==> src/rtl/uart_rx_pkg.sv <==
// Shared types and constants for the UART receiver control path.
package uart_rx_pkg;

    localparam int DATA_WIDTH_DEF = 8;
    localparam int PRESC_W_DEF    = 6;

    localparam int PRESC_X8  = 8;
    localparam int PRESC_X16 = 16;
    localparam int PRESC_X32 = 32;

    typedef enum logic [2:0] {
        IDLE,
        START,
        DATA,
        PARITY,
        STOP,
        EVAL
    } rx_state_t;

endpackage

==> src/rtl/uart_rx_err_stats.sv <==
// Saturating error/glitch event counters for the UART receiver (UART_RX_ERR_STATS_EN builds only).
module uart_rx_err_stats (
    input  logic       CLK,
    input  logic       RST,
    input  logic       par_evt,
    input  logic       stp_evt,
    input  logic       glitch_evt,
    output logic [7:0] par_err_cnt,
    output logic [7:0] stp_err_cnt,
    output logic [7:0] glitch_cnt
);

    function automatic logic [7:0] sat_inc(input logic [7:0] v);
        return (v == 8'hFF) ? v : v + 8'd1;
    endfunction

    always_ff @(posedge CLK or posedge RST) begin
        if (RST) begin
            par_err_cnt <= '0;
            stp_err_cnt <= '0;
            glitch_cnt  <= '0;
        end else begin
            if (par_evt)    par_err_cnt <= sat_inc(par_err_cnt);
            if (stp_evt)    stp_err_cnt <= sat_inc(stp_err_cnt);
            if (glitch_evt) glitch_cnt  <= sat_inc(glitch_cnt);
        end
    end

endmodule

==> src/rtl/uart_rx_ctrl.sv <==
// UART receiver frame-sequencing FSM: start detection, per-bit strobes, frame qualification.
// Optional error statistics counters with `define UART_RX_ERR_STATS_EN.
module uart_rx_ctrl
    import uart_rx_pkg::*;
#(
    parameter int DATA_WIDTH = DATA_WIDTH_DEF,
    parameter int PRESC_W    = PRESC_W_DEF
) (
    input  logic               CLK,
    input  logic               RST,
    input  logic               RX_IN,
    input  logic               PAR_EN,
    input  logic [PRESC_W-1:0] prescale,
    input  logic [3:0]         bit_count,
    input  logic [PRESC_W-1:0] edge_count,
    input  logic               strt_glitch,
    input  logic               par_err_in,
    input  logic               stp_err_in,
    output logic               cnt_en,
    output logic               dat_samp_en,
    output logic               deser_en,
    output logic               strt_chk_en,
    output logic               par_chk_en,
    output logic               stp_chk_en,
    output logic               data_valid,
    output logic               par_err,
    output logic               stp_err
`ifdef UART_RX_ERR_STATS_EN
    ,
    output logic [7:0]         par_err_cnt,
    output logic [7:0]         stp_err_cnt,
    output logic [7:0]         glitch_cnt
`endif
);

    rx_state_t          state;
    logic               par_en_lat;
    logic               par_sticky;
    logic [PRESC_W-1:0] chk_pre;
    logic [PRESC_W-1:0] end_edge;
    logic               at_chk_next;
    logic               at_end;

    // Strobes are registered, so they are armed one edge before CHK while the counter runs.
    assign chk_pre     = (prescale >> 1) + PRESC_W'(1);
    assign end_edge    = prescale - PRESC_W'(1);
    assign at_chk_next = (edge_count == chk_pre);
    assign at_end      = (edge_count == end_edge);
    assign dat_samp_en = cnt_en;

    always_ff @(posedge CLK or posedge RST) begin
        if (RST) begin
            state       <= IDLE;
            cnt_en      <= 1'b0;
            deser_en    <= 1'b0;
            strt_chk_en <= 1'b0;
            par_chk_en  <= 1'b0;
            stp_chk_en  <= 1'b0;
            data_valid  <= 1'b0;
            par_err     <= 1'b0;
            stp_err     <= 1'b0;
            par_en_lat  <= 1'b0;
            par_sticky  <= 1'b0;
        end else begin
            deser_en    <= 1'b0;
            strt_chk_en <= 1'b0;
            par_chk_en  <= 1'b0;
            stp_chk_en  <= 1'b0;
            data_valid  <= 1'b0;
            case (state)
                IDLE: begin
                    if (!RX_IN) begin
                        state      <= START;
                        cnt_en     <= 1'b1;
                        par_en_lat <= PAR_EN;
                        par_sticky <= 1'b0;
                    end
                end
                START: begin
                    if (strt_chk_en && strt_glitch) begin
                        state  <= IDLE;
                        cnt_en <= 1'b0;
                    end else begin
                        strt_chk_en <= at_chk_next;
                        if (at_end) state <= DATA;
                    end
                end
                DATA: begin
                    deser_en <= at_chk_next;
                    if (at_end && bit_count == 4'(DATA_WIDTH))
                        state <= par_en_lat ? PARITY : STOP;
                end
                PARITY: begin
                    par_chk_en <= at_chk_next;
                    if (par_chk_en && par_err_in) par_sticky <= 1'b1;
                    if (at_end) state <= STOP;
                end
                STOP: begin
                    // Verdict is registered here so it is visible in the EVAL cycle.
                    stp_chk_en <= at_chk_next;
                    if (stp_chk_en) begin
                        par_err    <= par_sticky;
                        stp_err    <= stp_err_in;
                        data_valid <= !par_sticky && !stp_err_in;
                        state      <= EVAL;
                    end
                end
                EVAL: begin
                    state  <= IDLE;
                    cnt_en <= 1'b0;
                end
                default: begin
                    state  <= IDLE;
                    cnt_en <= 1'b0;
                end
            endcase
        end
    end

`ifdef UART_RX_ERR_STATS_EN
    uart_rx_err_stats u_stats (
        .CLK         (CLK),
        .RST         (RST),
        .par_evt     (state == EVAL && par_err),
        .stp_evt     (state == EVAL && stp_err),
        .glitch_evt  (state == START && strt_chk_en && strt_glitch),
        .par_err_cnt (par_err_cnt),
        .stp_err_cnt (stp_err_cnt),
        .glitch_cnt  (glitch_cnt)
    );
`endif

endmodule

==> config.mk <==
export PLATFORM = sky130hd
export DESIGN_NAME = uart_rx_ctrl
export DESIGN_NICKNAME = d
export VERILOG_FILES = /design/src/rtl/uart_rx_pkg.sv /design/src/rtl/uart_rx_err_stats.sv /design/src/rtl/uart_rx_ctrl.sv
export SDC_FILE = /design/constraint.sdc
export NUM_CORES = 1
export LEC_CHECK = 0
export ABC_AREA = 1
export BUFFER_PORTS_ARGS = -buffer_cell sky130_fd_sc_hd__clkbuf_2
export CORE_UTILIZATION = 42
export CTS_BUF_LIST = sky130_fd_sc_hd__clkbuf_16
export CTS_CLUSTER_DIAMETER = 120
export CTS_CLUSTER_SIZE = 8
export DETAILED_ROUTE_END_ITERATION = 12
export PLACE_DENSITY = 0.65
export RECOVER_POWER = 50
export SLEW_MARGIN = 40
export SYNTH_ARGS = -nofsm -noshare
export SYNTH_HDL_FRONTEND = slang
export SYNTH_SLANG_ARGS = --single-unit
==> constraint.sdc <==
create_clock -name CLK -period 1.5 [get_ports CLK]
set_input_delay 0.075 -clock CLK [delete_from_list [all_inputs] [get_ports CLK]]
set_output_delay 0.075 -clock CLK [all_outputs]
set_load 0.01 [all_outputs]
==> impl_metrics.prom, run 1 <==
# TYPE chip_impl_metric gauge
chip_impl_info{name="result_of_the_run",value="complete, no violations"} 1
chip_impl_metric{name="cts_made_buffers",unit=""} 3
chip_impl_metric{name="core_region_area",unit="sq um"} 2280
chip_impl_metric{name="postCtsSetupBuffers",unit=""} 0
chip_impl_metric{name="min_path_cells",unit=""} 3
chip_impl_metric{name="insertion_delay",unit="ns"} 0.24
chip_impl_metric{name="fin_hold_ws",unit="ns"} 0.0603
chip_impl_metric{name="drv.max_cap_violation_count",unit=""} 0
chip_impl_metric{name="syn-mean-instance-area",unit="sq um"} 6.99
chip_impl_metric{name="report.final.hold_viol_count",unit=""} 0
chip_impl_metric{name="synth.cell_area",unit="sq um"} 1040
chip_impl_metric{name="grt_pass1_vias",unit=""} 846
chip_impl_metric{name="vias_per_cell",unit=""} 4.64
chip_impl_metric{name="worstPathMaxFanout",unit=""} 4
chip_impl_metric{name="finalClockSkew",unit="ns"} 0.00310
chip_impl_info{name="synth.largest_area_cell",value="dfrtp_1"} 1
chip_impl_metric{name="netlist-cell-type-count",unit=""} 25
chip_impl_metric{name="route.detailed.wl_per_inst",unit="um"} 10.0
chip_impl_info{name="netlist_top_cells_area",value="dfrtp_1 (31%), nand2_1 (14%), inv_1 (7.9%), nor2_1 (6.1%), nand3_1 (5.8%)"} 1
chip_impl_metric{name="placement.io_buffers",unit=""} 31
chip_impl_metric{name="r2r_slack",unit="ns"} 0.17
chip_impl_metric{name="wirelength",unit="mm"} 2.13
chip_impl_info{name="worst_setup_path_end_kind",value="flop"} 1
chip_impl_metric{name="standard_cell_rows",unit=""} 17
chip_impl_metric{name="layout_worst_path_cycle_share",unit="%"} 88.3
chip_impl_metric{name="mappedNetlistNets",unit=""} 175
chip_impl_info{name="rr_endpoint",value="state[1]"} 1
chip_impl_metric{name="globalRouteOverflowTotal",unit=""} 0
chip_impl_metric{name="maxSlewViolCount",unit=""} 0
chip_impl_metric{name="max_slew.worst_pin.slew",unit="ns"} 0.507
chip_impl_info{name="criticalPathCategory",value="flop to flop"} 1
chip_impl_metric{name="drt_pre_antenna_iters",unit=""} 4
chip_impl_metric{name="clkSinkCount",unit=""} 13
chip_impl_metric{name="clock_power_share",unit="%"} 28.5
chip_impl_metric{name="grt_max_degree",unit=""} 14
chip_impl_metric{name="multiInputGateArea",unit="sq um"} 602
chip_impl_metric{name="peakVddDrop",unit="uV"} 1280
chip_impl_metric{name="register_area",unit="sq um"} 325
chip_impl_metric{name="power.switching_fraction",unit="%"} 39.3
chip_impl_metric{name="gp_congestion",unit=""} 0.838
chip_impl_metric{name="netSwitchingPower",unit="uW"} 688
chip_impl_metric{name="initial_core_util",unit="%"} 45.8
chip_impl_metric{name="worst_slew_margin_rel",unit="%"} 66.2
chip_impl_metric{name="yosys_warnings",unit=""} 0
chip_impl_metric{name="timing.fmax",unit="MHz"} 755
chip_impl_info{name="timing.hold.worst.start",value="PAR_EN"} 1
chip_impl_info{name="mostFrequentLayoutCells",value="nand2_1 (39), clkbuf_2 (23), inv_1 (22)"} 1
chip_impl_info{name="cp-start-kind",value="flop"} 1
chip_impl_metric{name="floorplan.die_area",unit="sq um"} 2680
chip_impl_metric{name="finalSetupTns",unit="ns"} 0
chip_impl_metric{name="post_layout_cell_count",unit=""} 212
chip_impl_metric{name="dp.final_hpwl",unit="mm"} 1.78
chip_impl_metric{name="power.leakage",unit="uW"} 0.000718
chip_impl_info{name="grt_setup_unrepaired",value="false"} 1
chip_impl_metric{name="critPathRequiredTime",unit="ns"} 1.63
chip_impl_metric{name="clockBufferDepth",unit=""} 2
chip_impl_info{name="clock_tree.root_cell",value="clkbuf_16"} 1
chip_impl_metric{name="nFillCells",unit=""} 222
chip_impl_metric{name="detail_route.drc_violations",unit=""} 0
chip_impl_metric{name="detail-route-antenna-nets",unit=""} 0
chip_impl_metric{name="area_growth_syn_to_layout",unit="%"} 25.9
chip_impl_metric{name="die_x_extent",unit="um"} 51.8
chip_impl_metric{name="dr.first_iter.drc_count",unit=""} 14
chip_impl_metric{name="htree_levels",unit=""} 1
chip_impl_metric{name="postLayoutCoreUtil",unit="%"} 57.7
chip_impl_metric{name="num_vias",unit=""} 984
chip_impl_info{name="most_common_cell_after_layout_fill_and_taps_aside",value="nand2_1"} 1
chip_impl_metric{name="slowest_delay",unit="ns"} 0.41
chip_impl_metric{name="placedCellCount",unit=""} 206
chip_impl_metric{name="reg2reg_depth",unit=""} 8
chip_impl_metric{name="post_route_cells_drive_above_1_share",unit="%"} 27.2
chip_impl_metric{name="power_density",unit="nW/um^2"} 1330
chip_impl_metric{name="finalSetupViolations",unit=""} 0
chip_impl_info{name="r2r-start",value="state[0]"} 1
chip_impl_info{name="slowest_stage",value="dfrtp_1"} 1
chip_impl_metric{name="num_antenna_cells",unit=""} 0
chip_impl_metric{name="gate_power_share",unit="%"} 44.1
chip_impl_metric{name="intPower",unit="uW"} 1060
chip_impl_metric{name="global_route.usage.total",unit="%"} 17.7
chip_impl_metric{name="path_clk_slew",unit="ns"} 0.05
chip_impl_metric{name="die_y",unit="um"} 51.8
chip_impl_metric{name="global_route_wire_length_before_repair",unit="mm"} 3.42
chip_impl_info{name="crit_path_cell_trace",value="inv_1, nand2_1, nor2_4, inv_1, o21ai_2, nor2_4, nand3_1, nand2_1"} 1
chip_impl_metric{name="netlist.area_leader.share",unit="%"} 31.2
chip_impl_info{name="min-delay-path-class",value="input pin to flop"} 1
chip_impl_metric{name="postSynthRegisterBits",unit=""} 13
chip_impl_info{name="min_delay_worst_endpoint",value="par_en_lat"} 1
chip_impl_metric{name="num-nets-final",unit=""} 211
chip_impl_metric{name="synthCells",unit=""} 149
chip_impl_metric{name="number_of_antenna_violations_at_the_first_check_in_global_routing",unit=""} 0
chip_impl_metric{name="io_pins",unit=""} 32
chip_impl_metric{name="seq_power_share",unit="%"} 27.3
chip_impl_metric{name="worst_path_arrival",unit="ns"} 1.45
chip_impl_metric{name="timing.final.crit_period",unit="ns"} 1.33
chip_impl_metric{name="seq_area_frac_synth",unit="%"} 31.2
chip_impl_info{name="tritoncts",value="done"} 1
[cell usage after synthesis, drive strengths merged]
library cell  count
a211oi            1
nand2            42
ha                3
nand3b            1
xor2              4
buf               2
mux2              1
o21ai             5
inv              27
dfrtp            13
clkinv            1
nand3            14
nor3              2
or2               1
a21oi             2
nor2             24
nor4              1
xnor2             5
[worst max path at each step]
stage | start | to | slack, ns | cells past startpoint
after floorplan | state[0] | state[0] | 0.29 | 8
after global placement | prescale[1] | state[0] | 0.12 | 14
after detailed placement | prescale[1] | state[1] | 0.07 | 14
after CTS | state[0] | state[1] | 0.12 | 8
after global routing | state[0] | state[0] | 0.04 | 9
final | state[0] | state[1] | 0.17 | 8
[cell families (layout without fill, tap and decap cells)]
logic type | count (synthesis) | after routing | synth area share (%)
multiplexers | 1 | 1 | 1.08
adder cells (fa/ha/maj) | 3 | 3 | 3.60
buffers and inverters | 30 | 65 | 11.5
AND/OR/NAND/NOR | 85 | 85 | 39.5
XOR/XNOR | 9 | 9 | 8.28
flip-flops | 13 | 13 | 31.2
AO/OA/AOI/OAI | 8 | 8 | 4.80
[final cells by class]
class	count	area share, %
Multi-Input combinational cell	106	45.9
Sequential cell	13	24.8
Timing Repair Buffer	33	12.6
Inverter	28	8.01
Clock buffer	3	5.72
Tap cell	28	2.67
Clock inverter	1	0.381
[metrics by stage]
step	total power, uW	setup WS (ns)	cell area, sq um
6_report	1750	0.175	1310
5_1_grt	1890	0.0440	1310
4_1_cts	1760	0.125	1310
3_5_place_dp	1250	0.0707	1220
3_3_place_gp	1230	0.123	1220
2_1_floorplan	1090	0.291	1040
[worst max-delay path, delay by kind of cell (launching register included)]
| family | cells | cell delay [ns] |
|---|---|---|
| and+or+nand+nor | 5 | 0.44 |
| DFF | 1 | 0.41 |
| buffers and inverters | 2 | 0.19 |
| AOI/OAI and AO/OA | 1 | 0.16 |
[registers in the layout (all words and copies together) (netlist names)]
| name | cells |
|---|---|
| stp_chk_en | 1 |
| par_chk_en | 1 |
| data_valid | 1 |
| stp_err | 1 |
| strt_chk_en | 1 |
| cnt_en | 1 |
| par_en_lat | 1 |
| par_sticky | 1 |
| par_err | 1 |
| deser_en | 1 |
| state | 3 |
[power by group through the flow]
stage	sequential [uW]	combinational [uW]	clock, uW
6_report	478	772	499
5_1_grt	486	883	525
4_1_cts	480	771	509
3_5_place_dp	486	764	0
3_3_place_gp	481	753	0
2_1_floorplan	482	609	0
[repair_timing]
action,CTS,global route
hold buffers,1,1
gates resized for setup,0,1
setup endpoints to repair,0,1
endpoints found under the hold margin,13,1
[layer usage]
| layer | vias up | share of wire (%) | track usage, % |
|---|---|---|---|
| met5 | - | 0 | 0 |
| li1 | 526 | - | - |
| met4 | 0 | 0.75 | 4.50 |
| met1 | 438 | 49 | 24.1 |
| met2 | 18 | 47 | 27.3 |
| met3 | 2 | 3.7 | 5.26 |
Power figures use the tool's default switching activity.
==> run 2: changes to the inputs <==
--- a/config.mk
+++ b/config.mk
@@ -7,12 +7,14 @@
 export LEC_CHECK = 0
 export ABC_AREA = 1
 export BUFFER_PORTS_ARGS = -buffer_cell sky130_fd_sc_hd__clkbuf_2
-export CORE_UTILIZATION = 42
+export CELL_PAD_IN_SITES_DETAIL_PLACEMENT = 1
+export CELL_PAD_IN_SITES_GLOBAL_PLACEMENT = 1
+export CORE_UTILIZATION = 35
 export CTS_BUF_LIST = sky130_fd_sc_hd__clkbuf_16
 export CTS_CLUSTER_DIAMETER = 120
 export CTS_CLUSTER_SIZE = 8
 export DETAILED_ROUTE_END_ITERATION = 12
-export PLACE_DENSITY = 0.65
+export PLACE_DENSITY = 0.76
 export RECOVER_POWER = 50
 export SLEW_MARGIN = 40
 export SYNTH_ARGS = -nofsm -noshare
==> run 2 against run 1 <==
Compared with the run above:
- wire length is 36% higher
- critical endpoint is now state[2]
- non-clock buffer count is 1 higher
- critical path type unchanged
- register-to-register slack got worse by 0.07 ns
- fmax decreased by 5.1%
- largest power group unchanged
- highest routed layer unchanged
- count of clock-buffer cells in the layout stayed put
==> impl_metrics.prom, run 2 (synthesis results as in run 1) <==
# TYPE chip_impl_metric gauge
chip_impl_metric{name="power.leakage",unit="uW"} 0.000720
chip_impl_metric{name="drv.max_cap_violation_count",unit=""} 0
chip_impl_metric{name="grt_max_degree",unit=""} 14
chip_impl_metric{name="placement.io_buffers",unit=""} 31
chip_impl_info{name="most_common_cell_after_layout_fill_and_taps_aside",value="nand2_1"} 1
chip_impl_metric{name="grt_pass1_vias",unit=""} 1108
chip_impl_metric{name="r2r_slack",unit="ns"} 0.10
chip_impl_metric{name="dp.final_hpwl",unit="mm"} 2.24
chip_impl_metric{name="standard_cell_rows",unit=""} 19
chip_impl_metric{name="critPathRequiredTime",unit="ns"} 1.63
chip_impl_metric{name="total_non_filler_cell_area_in_the_finished_layout",unit="sq um"} 1330
chip_impl_metric{name="area_growth_syn_to_layout",unit="%"} 27.4
chip_impl_metric{name="finalSetupViolations",unit=""} 0
chip_impl_metric{name="nFillCells",unit=""} 375
chip_impl_metric{name="num-nets-final",unit=""} 212
chip_impl_metric{name="io_pins",unit=""} 32
chip_impl_metric{name="placedInstanceArea",unit="sq um"} 1230
chip_impl_metric{name="flip_flop_count_of_the_largest_register_all_copies_and_words_added",unit=""} 3
chip_impl_metric{name="clkSinkCount",unit=""} 13
chip_impl_info{name="criticalPathCategory",value="flop to flop"} 1
chip_impl_info{name="worst_setup_path_end_kind",value="flop"} 1
chip_impl_metric{name="detail-route-antenna-nets",unit=""} 0
chip_impl_metric{name="global_route_wire_length_before_repair",unit="mm"} 5.00
chip_impl_metric{name="gp_congestion",unit=""} 0.760
chip_impl_metric{name="gate_power_share",unit="%"} 46.8
chip_impl_metric{name="max_slew.worst_pin.slew",unit="ns"} 0.556
chip_impl_metric{name="clock_power_share",unit="%"} 27.7
chip_impl_metric{name="power.total",unit="uW"} 1840
chip_impl_metric{name="postLayoutCoreUtil",unit="%"} 47.7
chip_impl_metric{name="wirelength",unit="mm"} 2.90
chip_impl_metric{name="power_density",unit="nW/um^2"} 1390
chip_impl_metric{name="worst_path_arrival",unit="ns"} 1.53
chip_impl_metric{name="initial_core_util",unit="%"} 37.5
chip_impl_metric{name="peakVddDrop",unit="uV"} 1190
chip_impl_info{name="grt_setup_unrepaired",value="false"} 1
chip_impl_metric{name="maxSlewViolCount",unit=""} 0
chip_impl_metric{name="slowest_delay",unit="ns"} 0.41
chip_impl_metric{name="report.final.hold_viol_count",unit=""} 0
chip_impl_metric{name="netSwitchingPower",unit="uW"} 762
chip_impl_metric{name="htree_levels",unit=""} 1
chip_impl_info{name="mostFrequentLayoutCells",value="nand2_1 (39), inv_1 (22), clkbuf_2 (22)"} 1
chip_impl_metric{name="seq_power_share",unit="%"} 25.5
chip_impl_info{name="clock_tree.root_cell",value="clkbuf_16"} 1
chip_impl_metric{name="drt_pre_antenna_iters",unit=""} 4
chip_impl_metric{name="num_vias",unit=""} 1034
chip_impl_metric{name="vias_per_cell",unit=""} 4.79
chip_impl_info{name="cp-start-kind",value="flop"} 1
chip_impl_metric{name="post_layout_cell_count",unit=""} 216
chip_impl_info{name="min-delay-path-class",value="input pin to flop"} 1
chip_impl_metric{name="worstPathMaxFanout",unit=""} 3
chip_impl_metric{name="floorplan.die_area",unit="sq um"} 3200
chip_impl_info{name="tritoncts",value="done"} 1
chip_impl_metric{name="number_of_antenna_violations_at_the_first_check_in_global_routing",unit=""} 0
chip_impl_metric{name="postCtsSetupBuffers",unit=""} 0
chip_impl_metric{name="detail_route.drc_violations",unit=""} 0
chip_impl_metric{name="insertion_delay",unit="ns"} 0.25
chip_impl_metric{name="die_y",unit="um"} 56.6
chip_impl_metric{name="power.switching_fraction",unit="%"} 41.3
chip_impl_metric{name="globalRouteOverflowTotal",unit=""} 0
chip_impl_metric{name="dr.first_iter.drc_count",unit=""} 19
chip_impl_metric{name="finalClockSkew",unit="ns"} 0.00428
chip_impl_metric{name="core_region_area",unit="sq um"} 2780
chip_impl_info{name="result_of_the_run",value="complete, no violations"} 1
chip_impl_metric{name="path_clk_slew",unit="ns"} 0.05
chip_impl_metric{name="placedCellCount",unit=""} 210
chip_impl_info{name="crit_path_cell_trace",value="inv_2, nand3_1, nor2_1, inv_1, nand3_2, nor2_2"} 1
chip_impl_metric{name="timing.final.crit_period",unit="ns"} 1.40
chip_impl_metric{name="global_route.usage.total",unit="%"} 21.2
chip_impl_metric{name="die_x_extent",unit="um"} 56.6
chip_impl_metric{name="timing.fmax",unit="MHz"} 716
chip_impl_info{name="slowest_stage",value="dfrtp_1"} 1
chip_impl_metric{name="route.detailed.wl_per_inst",unit="um"} 13.4
chip_impl_metric{name="layout_worst_path_cycle_share",unit="%"} 93.1
chip_impl_metric{name="clockBufferDepth",unit=""} 2
chip_impl_info{name="registers.top_by_ff_count",value="state"} 1
chip_impl_metric{name="num_antenna_cells",unit=""} 0
chip_impl_metric{name="finalSetupTns",unit="ns"} 0
chip_impl_metric{name="cts_made_buffers",unit=""} 3
chip_impl_metric{name="post_route_cells_drive_above_1_share",unit="%"} 27.0
chip_impl_metric{name="worst_slew_margin_rel",unit="%"} 62.9
chip_impl_metric{name="intPower",unit="uW"} 1080
==> run 2: cell types whose count changed in the layout (fill, tap and decap cells not counted) <==
cell	delta
nor2_4	+1
nor2_2	-1
buf_4	+1
clkbuf_2	-1
clkbuf_1	+1
==> run 2: stage by stage <==
stage	hold WS, ns	setup WS [ns]
after floorplan	-0.0480	0.291
after global placement	0.104	0.115
final	0.0377	0.103
after CTS	0.0382	0.101
after detailed placement	0.120	0.0186
after global routing	0.0653	0.0238
==> run 2: worst paths after layout <==
kind | start | endpoint | depth (start not counted)
worst max register to register | state[2] | state[2] | 6
min in group asynchronous | RST | cnt_en | 3
worst max-delay path | state[2] | state[2] | 6
worst min register to register | par_sticky | data_valid | 1
worst min-delay path | PAR_EN | par_en_lat | 3
max in group asynchronous | RST | stp_err | 3
==> run 2: what timing repair did <==
| item | in CTS | in global routing |
|---|---|---|
| endpoints found under the hold margin | 14 | 0 |
| setup endpoints to repair | 0 | 2 |
| gates resized for setup | 0 | 2 |
| hold buffers | 2 | 0 |
==> run 2: layout make-up <==
cell class                      count  area [sq um]  share of cell area (%)
Timing Repair Buffer               34           171                    12.9
Clock buffer                        3          75.1                    5.66
Sequential cell                    13           325                    24.5
Inverter                           28           105                    7.92
Multi-Input combinational cell    106           607                    45.7
Tap cell                           31          38.8                    2.92
Clock inverter                      1          5.00                   0.377
==> run 2: worst max-delay path, delay by kind of cell, from the launching register on <==
family | cells | cell delay (ns)
simple gates | 4 | 0.64
flops | 1 | 0.41
buf+inv | 2 | 0.24
==> run 2: layer usage <==
metal | vias up | part of all wire [%] | GRT usage, % | wire length (um)
met1 | 486 | 42 | 24.6 | 1210
li1 | 522 | - | - | -
met3 | 8 | 3.1 | 5.53 | 91
met2 | 18 | 53 | 36.1 | 1520
met5 | - | 0 | 0 | 0
met4 | 0 | 2.6 | 10.1 | 75
==> run 2: power by group through the flow <==
stage,sequential (uW),combinational [uW],clock (uW)
finish,470,863,511
global route,477,985,540
CTS,473,855,528
detailed placement,477,823,0
global placement,472,791,0
floorplan,482,609,0
